### config.mk
export PLATFORM = sky130hd
export DESIGN_NAME = tf_stage_seq
export DESIGN_NICKNAME = d
export VERILOG_FILES = /design/src/rtl/tf_stage_seq.sv
export SDC_FILE = /design/constraint.sdc
export NUM_CORES = 1
export LEC_CHECK = 0
export CAP_MARGIN = 10
export CORE_MARGIN = 2
export CORE_UTILIZATION = 30
export CTS_BUF_LIST = sky130_fd_sc_hd__clkbuf_16
export CTS_CLUSTER_SIZE = 30
export DETAILED_ROUTE_END_ITERATION = 7
export GPL_ROUTABILITY_DRIVEN = 0
export HOLD_SLACK_MARGIN = 0.06
export PLACE_DENSITY = 0.75
export RECOVER_POWER = 25
export SKIP_LAST_GASP = 1
export SLEW_MARGIN = 20
export SYNTH_ARGS = -nofsm -noshare
export SYNTH_HDL_FRONTEND = slang
export SYNTH_SLANG_ARGS = --single-unit
### constraint.sdc
create_clock -name clk -period 2 [get_ports clk]
set_input_delay 0.2 -clock clk [delete_from_list [all_inputs] [get_ports clk]]
set_output_delay 0.2 -clock clk [all_outputs]
set_load 0.1 [all_outputs]
### src/rtl/tf_stage_seq.sv
// Stage/iteration sequencer driving the twiddle-factor generator.
// Optional macro TFS_STALL_EN adds a stall input that freezes sequencing.
module tf_stage_seq #(
    parameter int D_WIDTH   = 64,
    parameter int NUM_STAGE = 4,
    parameter int ITE_NUM   = 16,
    parameter int DRAIN_CYC = 3
) (
    input  logic               clk,
    input  logic               rst_n,
    input  logic               start,
    input  logic [D_WIDTH-1:0] modulus_in,
`ifdef TFS_STALL_EN
    input  logic               stall,
`endif
    output logic               busy,
    output logic               done,
    output logic               TF_ren,
    output logic               TF_wen,
    output logic               LAST_STAGE,
    output logic [2:0]         l,
    output logic [2:0]         it_depth_cnt,
    output logic [D_WIDTH-1:0] ite_sw_cnt,
    output logic [D_WIDTH-1:0] ite_sw_cnt_ite3,
    output logic [D_WIDTH-1:0] modulus
);

    localparam int BW = $clog2(ITE_NUM);
    localparam int DW = (DRAIN_CYC > 1) ? $clog2(DRAIN_CYC) : 1;

    localparam logic [1:0] S_IDLE  = 2'd0;
    localparam logic [1:0] S_RUN   = 2'd1;
    localparam logic [1:0] S_DRAIN = 2'd2;
    localparam logic [1:0] S_DONE  = 2'd3;

    logic [1:0]         st;
    logic [BW-1:0]      beat;
    logic [DW-1:0]      dcnt;
    logic [2:0]         lreg;
    logic [D_WIDTH-1:0] mod_q;

    logic is_idle, is_run, is_drain, is_done;
    logic last_beat, last_drain, last_pass, frz;

    assign is_idle    = (st == S_IDLE);
    assign is_run     = (st == S_RUN);
    assign is_drain   = (st == S_DRAIN);
    assign is_done    = (st == S_DONE);
    assign last_beat  = (beat == BW'(ITE_NUM - 1));
    assign last_drain = (dcnt == DW'(DRAIN_CYC - 1));
    assign last_pass  = (lreg == 3'(NUM_STAGE - 1));
    assign modulus    = mod_q;

`ifdef TFS_STALL_EN
    assign frz = stall && (is_run || is_drain);
`else
    assign frz = 1'b0;
`endif

    always_ff @(posedge clk or negedge rst_n) begin
        if (!rst_n) begin
            st    <= S_IDLE;
            beat  <= '0;
            dcnt  <= '0;
            lreg  <= '0;
            mod_q <= '0;
        end else if (!frz) begin
            unique case (1'b1)
                is_idle: begin
                    if (start) begin
                        st    <= S_RUN;
                        beat  <= '0;
                        dcnt  <= '0;
                        lreg  <= '0;
                        mod_q <= modulus_in;
                    end
                end
                is_run: begin
                    if (last_beat) begin
                        beat <= '0;
                        dcnt <= '0;
                        st   <= S_DRAIN;
                    end else begin
                        beat <= beat + BW'(1);
                    end
                end
                is_drain: begin
                    if (last_drain) begin
                        dcnt <= '0;
                        if (last_pass) begin
                            st <= S_DONE;
                        end else begin
                            lreg <= lreg + 3'd1;
                            st   <= S_RUN;
                        end
                    end else begin
                        dcnt <= dcnt + DW'(1);
                    end
                end
                is_done: st <= S_IDLE;
                default: st <= S_IDLE;
            endcase
        end
    end

    // Outputs trail the state by one register; a stall holds them, strobes off.
    always_ff @(posedge clk or negedge rst_n) begin
        if (!rst_n) begin
            busy            <= 1'b0;
            done            <= 1'b0;
            TF_ren          <= 1'b0;
            TF_wen          <= 1'b0;
            LAST_STAGE      <= 1'b0;
            l               <= '0;
            it_depth_cnt    <= '0;
            ite_sw_cnt      <= '0;
            ite_sw_cnt_ite3 <= '0;
        end else if (frz) begin
            TF_ren <= 1'b0;
            TF_wen <= 1'b0;
        end else begin
            busy            <= is_run || is_drain;
            done            <= is_done;
            TF_ren          <= is_run;
            TF_wen          <= is_run && (beat[2:0] == 3'd7);
            LAST_STAGE      <= is_run && last_pass;
            l               <= is_idle ? 3'd0 : lreg;
            it_depth_cnt    <= is_run ? beat[2:0] : 3'd0;
            ite_sw_cnt      <= is_run ? D_WIDTH'(beat) : '0;
            ite_sw_cnt_ite3 <= is_run ? D_WIDTH'(beat >> 3) : '0;
        end
    end

endmodule
### Word level (Yosys, flattened, before mapping)

Index checks and enable logic that the tools add are counted.

| word-level totals | value |
|---|---|
| memories | 0 |
| latch bits | 0 |
| memory bits (writable) | 0 |
| bits in read-only memories | 0 |
| register bits after elaboration | 91 |
| output and inout port bits | 203 |

| operators by class | value |
|---|---|
| magnitude comparators | 0 |
| equal/unequal tests | 11 |
| mux-type cells | 20 |
| bitwise gates (word level) | 0 |
| reductions and logical operators | 12 |
| divide/modulo/power cells | 0 |
| shifts and indexed selects | 0 |
| multiply operators | 0 |
| add/subtract/negate cells | 3 |

Operators by type and width:

| cell | count |
|---|---|
| 3-bit 2-to-1 mux | 5 |
| 2-bit 2-to-1 mux | 7 |
| 4-bit 2-to-1 mux | 3 |
| 2-bit one-hot mux with 3 select lines | 2 |
| 4-bit one-hot mux with 2 select lines | 1 |
| 2-bit == test (second input constant) | 3 |
| 3-bit one-hot mux with 2 select lines | 1 |
| 3-bit AND reduction | 2 |
| 4-bit by 1-bit adder with 4-bit output (second input constant) | 1 |
| 4-bit == test (second input constant) | 1 |
| 2-bit by 1-bit inequality test with 1-bit output (second input constant) | 2 |
| 2-bit inequality test (second input constant) | 2 |
| 2-bit AND reduction | 2 |
| 4-bit AND reduction | 1 |
| 2-bit nonzero test | 2 |
| 3-bit by 1-bit adder with 3-bit output (second input constant) | 1 |
| 3-bit by 2-bit == test with 1-bit output (second input constant) | 1 |
| 3-bit == test (second input constant) | 1 |
| 3-bit nonzero test | 1 |
| 2-bit by 1-bit adder with 2-bit output (second input constant) | 1 |
| 2-bit by 1-bit == test with 1-bit output (second input constant) | 1 |
| 1-bit logical AND | 2 |
| 2-bit zero test | 1 |
| 1-bit logical OR | 1 |
| 1-bit 2-to-1 mux | 1 |

### Longest topological paths before layout

Gate-level depths: netlist of run 1.

| depth | value |
|---|---|
| depth after elaboration | 4 |
| gate-level depth with buffers | 7 |
| mapped depth without buffers | 6 |

### Least setup slack after synthesis of run 1

No wires, ideal clock.

| path | value |
|---|---|
| kind | register to register |
| start | reg st[0] |
| end | reg lreg[0] |
| stages on the path, launching flop included | 7 |
| period minus slack after synthesis | 1832 ps |
| setup slack | 168 ps |
| arrival | 1708 ps |
| required time | 1875 ps |
| path buffers | 1 |
| path through | dfrtp_1 > inv_1 > ha_1 > buf_2 > nor3b_1 > o21ai_0 > mux2_2 |

| between the ends | value |
|---|---|
| word-level cells in the longest chain between the ends | 3 |
| elaborated cells on any way between the ends | 8 |
| those cells by class | eq/ne (4); mux (1); reduce/logical (3) |

RTL lines:

| item | line | text |
|---|---|---|
| from (decl) | 36 | `logic [1:0] st;` |
| from (signal assigned) | 62 | `st <= S_IDLE;` |
| from (signal assigned) | 71 | `st <= S_RUN;` |
| from (signal assigned) | 82 | `st <= S_DRAIN;` |
| 2-bit == test or 2-bit zero test (tied branches) | 47, 45 |  |
| 2-bit inequality test (no source line) (tied with other cells) | - |  |
| 4-bit AND reduction (no source line) | - |  |
| to (signal assigned) | 93 | `lreg <= lreg + 3'd1;` |
| to (decl) | 39 | `logic [2:0] lreg;` |

Several ways; a longest one is shown, not always the timed one.
A chain may end at the register's enable or synchronous reset.

### Worst setup path in the final report of run 1

| path | value |
|---|---|
| start | reg st[0] |
| end | reg dcnt[0] |

| between the ends | value |
|---|---|
| word-level cells in the longest chain between the ends | 3 |
| elaborated cells on any way between the ends | 8 |
| those cells by class | eq/ne (4); mux (1); reduce/logical (3) |

RTL lines:

| item | line | text |
|---|---|---|
| 2-bit by 1-bit == test with 1-bit output (tied with other cells) | 46 | `assign is_run = (st == S_RUN);` |
| 2-bit by 1-bit inequality test with 1-bit output (no source line) (tied with other cells) | - |  |
| 3-bit AND reduction (no source line) | - |  |
| to (signal assigned) | 97 | `dcnt <= dcnt + DW'(1);` |
| to (decl) | 38 | `logic [DW-1:0] dcnt;` |

Several ways; a longest one is shown, not always the timed one.

==> flow_summary.json, run 1 <==
{
  "core_region_area_um2": 14370,
  "synth_area_um2": 4378,
  "yosys.cell_types.count": 31,
  "cpLargestDelayFamily": "simple AND/OR/NAND/NOR gates",
  "p_per_area_nw_per_um2": 799.0,
  "ir_worst_vdd_uv": 358.7,
  "post-synth-top-count-cell": "buf_4",
  "first_pass_iters": 4,
  "cts.sinks": 87,
  "multi_input_area_um2": 1657,
  "grtUsageTotal_pct": 11.00,
  "cpMaxStageDelayCell": "or4b_1",
  "ys_top_cells_by_count": "buf_4, dfrtp_1, mux2_2",
  "dieHeight_um": 124.8,
  "total_power_uw": 4575,
  "slew_headroom_pct": 37.27,
  "critPathMaxStageDelay_ns": 0.46,
  "grt_setup_unrepaired": "no",
  "setup_viol": 0,
  "cp_num_buf_inv": 1,
  "worstSetupPathType": "reg2reg",
  "antenna_found_initial": 0,
  "synth_area_leaders": "dfrtp_1, buf_4, mux2_2",
  "clockBufferDepth": 2,
  "ios": 270,
  "postSynthAreaPerCell_um2": 12.33,
  "grt_pass1_vias": 2603,
  "swShare_pct": 37.79,
  "synth_top_cell_by_area": "dfrtp_1",
  "viasPerCell": 3.884,
  "area_growth_pct": 30.78,
  "finalCritPeriodShare_pct": 92.34,
  "antenna_cells": 0,
  "regArea_um2": 2177,
  "fin_crit_ns": 1.847,
  "die_area_um2": 15580,
  "drive_above_1_share_pct": 33.59,
  "synthCells": 355,
  "cts_buffers": 9,
  "fill_cells": 1351,
  "fmax_mhz": 541.5,
  "synth_flop_cell": "dfrtp_1",
  "cp_data_required_time_ns": 2.26,
  "nets": 584,
  "drtIter0Drc": 106,
  "synth.top_cell.area_share_pct": 49.73,
  "clkLatencyLatePin_ns": 0.33,
  "leakage_uw": 0.003048,
  "initial_core_util_pct": 30.47,
  "p_comb_share_pct": 25.7,
  "worstMarginPinSlew_ns": 0.9410,
  "synth_edf_count": 0,
  "cp_max_fo": 7,
  "grt_overflow": 0,
  "rows": 44,
  "status": "completed",
  "hpwl_um": 6744,
  "yosys_warnings": 0,
  "slew_violations": 0,
  "clk_transition_reported_paths_ns": 0.06,
  "htreeDepth": 3,
  "fin_skew_ns": 0.005773,
  "switchingPower_uw": 1729,
  "setup.worst_path.end_class": "flip-flop",
  "hold_viol": 0,
  "num_vias": 2703,
  "clockPowerShare_pct": 35.9,
  "drc_errors": 0,
  "die_w_um": 124.8,
  "start_kind": "flip-flop",
  "setup_tns_ns": 0,
  "drt.antenna.violating_nets": 0,
  "hold_path.class": "in2reg",
  "synthArstFlopShare_pct": 100.0,
  "cts_tree": "built",
  "max-cap-violations": 0,
  "avgRoutedWirePerCell_um": 12.42,
  "portBuffers": 146,
  "pwr-share-seq_pct": 38.5,
  "worstPathArrival_ns": 2.10,
  "wl_um": 8642,
  "synth-seq-cells": 87,
  "cts-root-buf": "clkbuf_16",
  "grt_first_pass_wirelength_um": 13450,
  "yosysSeqAreaShare_pct": 49.73,
  "worstPathCellList": "inv_1 -> ha_2 -> nand2b_1 -> a21bo_4 -> or4b_1 -> o21ai_1",
  "p_int_uw": 2846,
  "grt_max_degree": 58
}
==> registers in the layout, summed over array words and instances (netlist names) <==
| signal | cells |
|---|---|
| busy | 1 |
| lreg | 3 |
| ite_sw_cnt | 4 |
| TF_ren | 1 |
| LAST_STAGE | 1 |
| modulus | 64 |
| dcnt | 2 |
| TF_wen | 1 |
| st | 2 |
| done | 1 |
| beat | 4 |
| l | 3 |
==> power by group through the flow <==
stage | Clock, uW | Combinational [uW] | Sequential [uW]
after floorplan | 0 | 1190 | 1790
after global placement | 0 | 1170 | 1790
after detailed placement | 0 | 1170 | 1790
after CTS | 1710 | 1170 | 1760
after global routing | 1780 | 1200 | 1760
final | 1640 | 1170 | 1760
==> final timing paths <==
path                                 from       endpoint  slack [ns]  cells after the start
setup / recovery                    st[0]        dcnt[0]        0.15                      6
hold / removal             modulus_in[63]    modulus[63]        0.47                      2
setup reg to reg                    st[0]        dcnt[0]        0.15                      6
hold reg to reg               modulus[13]    modulus[13]        0.51                      1
max in group asynchronous           rst_n    modulus[51]        0.63                      3
min in group asynchronous           rst_n  ite_sw_cnt[2]        0.52                      2
==> per-stage QoR <==
step / area, um2 / instances / utilization, % / setup slack [ns] / hold slack, ns
finish: 5725 / 696 / 39.85 / 0.1533 / 0.4736
global route: 5725 / 696 / 39.85 / 0.06443 / 0.4624
CTS: 5727 / 696 / 39.86 / 0.06874 / 0.2524
detailed placement: 5420 / 680 / 37.72 / 0.08003 / 0.07801
global placement: 5420 / 680 / 37.72 / 0.1526 / 0.06980
floorplan: 4836 / 477 / - / 0.1675 / -0.09559
==> worst reg2reg max path, cell delays in order (launching register included) <==
cell and delay [ns]:
dfrtp_1 0.44, inv_1 0.13, ha_2 0.25, nand2b_1 0.10, a21bo_4 0.25, or4b_1 0.46, o21ai_1 0.14
==> placed cells by master (no fill, tap or decap), types with 2 or more instances in the layout <==
cell type	count
nor2b_1	3
conb_1	123
inv_1	4
nand2_1	8
buf_4	86
ha_1	8
mux2i_1	3
nor2_1	2
clkdlybuf4s50_1	65
and2_1	6
nor3b_1	3
mux2_2	65
o21ai_0	6
a221o_1	2
dfrtp_1	87
nand3_1	4
clkinv_4	2
nand2b_1	3
clkbuf_16	9
buf_12	2
clkinvlp_4	2
==> area by class of cell <==
type | instances | share of cell area (%)
Timing Repair Buffer | 155 | 23.58
Clock inverter | 6 | 1.246
Multi-Input combinational cell | 251 | 28.93
Inverter | 4 | 0.2622
Tap cell | 184 | 4.021
Sequential cell | 87 | 38.02
Clock buffer | 9 | 3.934
==> routing by layer <==
layer / GRT usage [%] / wire (um) / up-vias
met4: 5.155 / 168 / 0
met5: 0 / 0 / -
met3: 3.866 / 859 / 12
li1: - / - / 1241
met1: 11.95 / 3185 / 1290
met2: 19.16 / 4429 / 160
==> what timing repair did <==
item | CTS | global route
resized for setup | 0 | 2
endpoints found under the hold margin | 66 | 0
endpoints found under the setup margin | 0 | 2
setup buffers | 0 | 0
hold buffers | 1 | 0
==> cell families (layout without fill, tap and decap cells) <==
family	count (synthesis)	in the layout	synth area share [%]
buf+inv	139	174	23.01
fa+ha+maj	9	9	2.572
compound gates	17	17	2.830
other cells	1	123	0.08566
simple gates	34	34	4.373
mux	68	68	17.40
flops	87	87	49.73
No activity file was read; power rests on OpenSTA's default activity.
==> run 2: changes to the inputs <==
--- a/config.mk
+++ b/config.mk
@@ -9,7 +9,7 @@
 export CORE_MARGIN = 2
 export CORE_UTILIZATION = 30
 export CTS_BUF_LIST = sky130_fd_sc_hd__clkbuf_16
-export CTS_CLUSTER_SIZE = 30
+export CTS_CLUSTER_SIZE = 10
 export DETAILED_ROUTE_END_ITERATION = 7
 export GPL_ROUTABILITY_DRIVEN = 0
 export HOLD_SLACK_MARGIN = 0.06
==> results of run 2 <==
No change in the layout: final DEF, timing and power equal those of run 1.
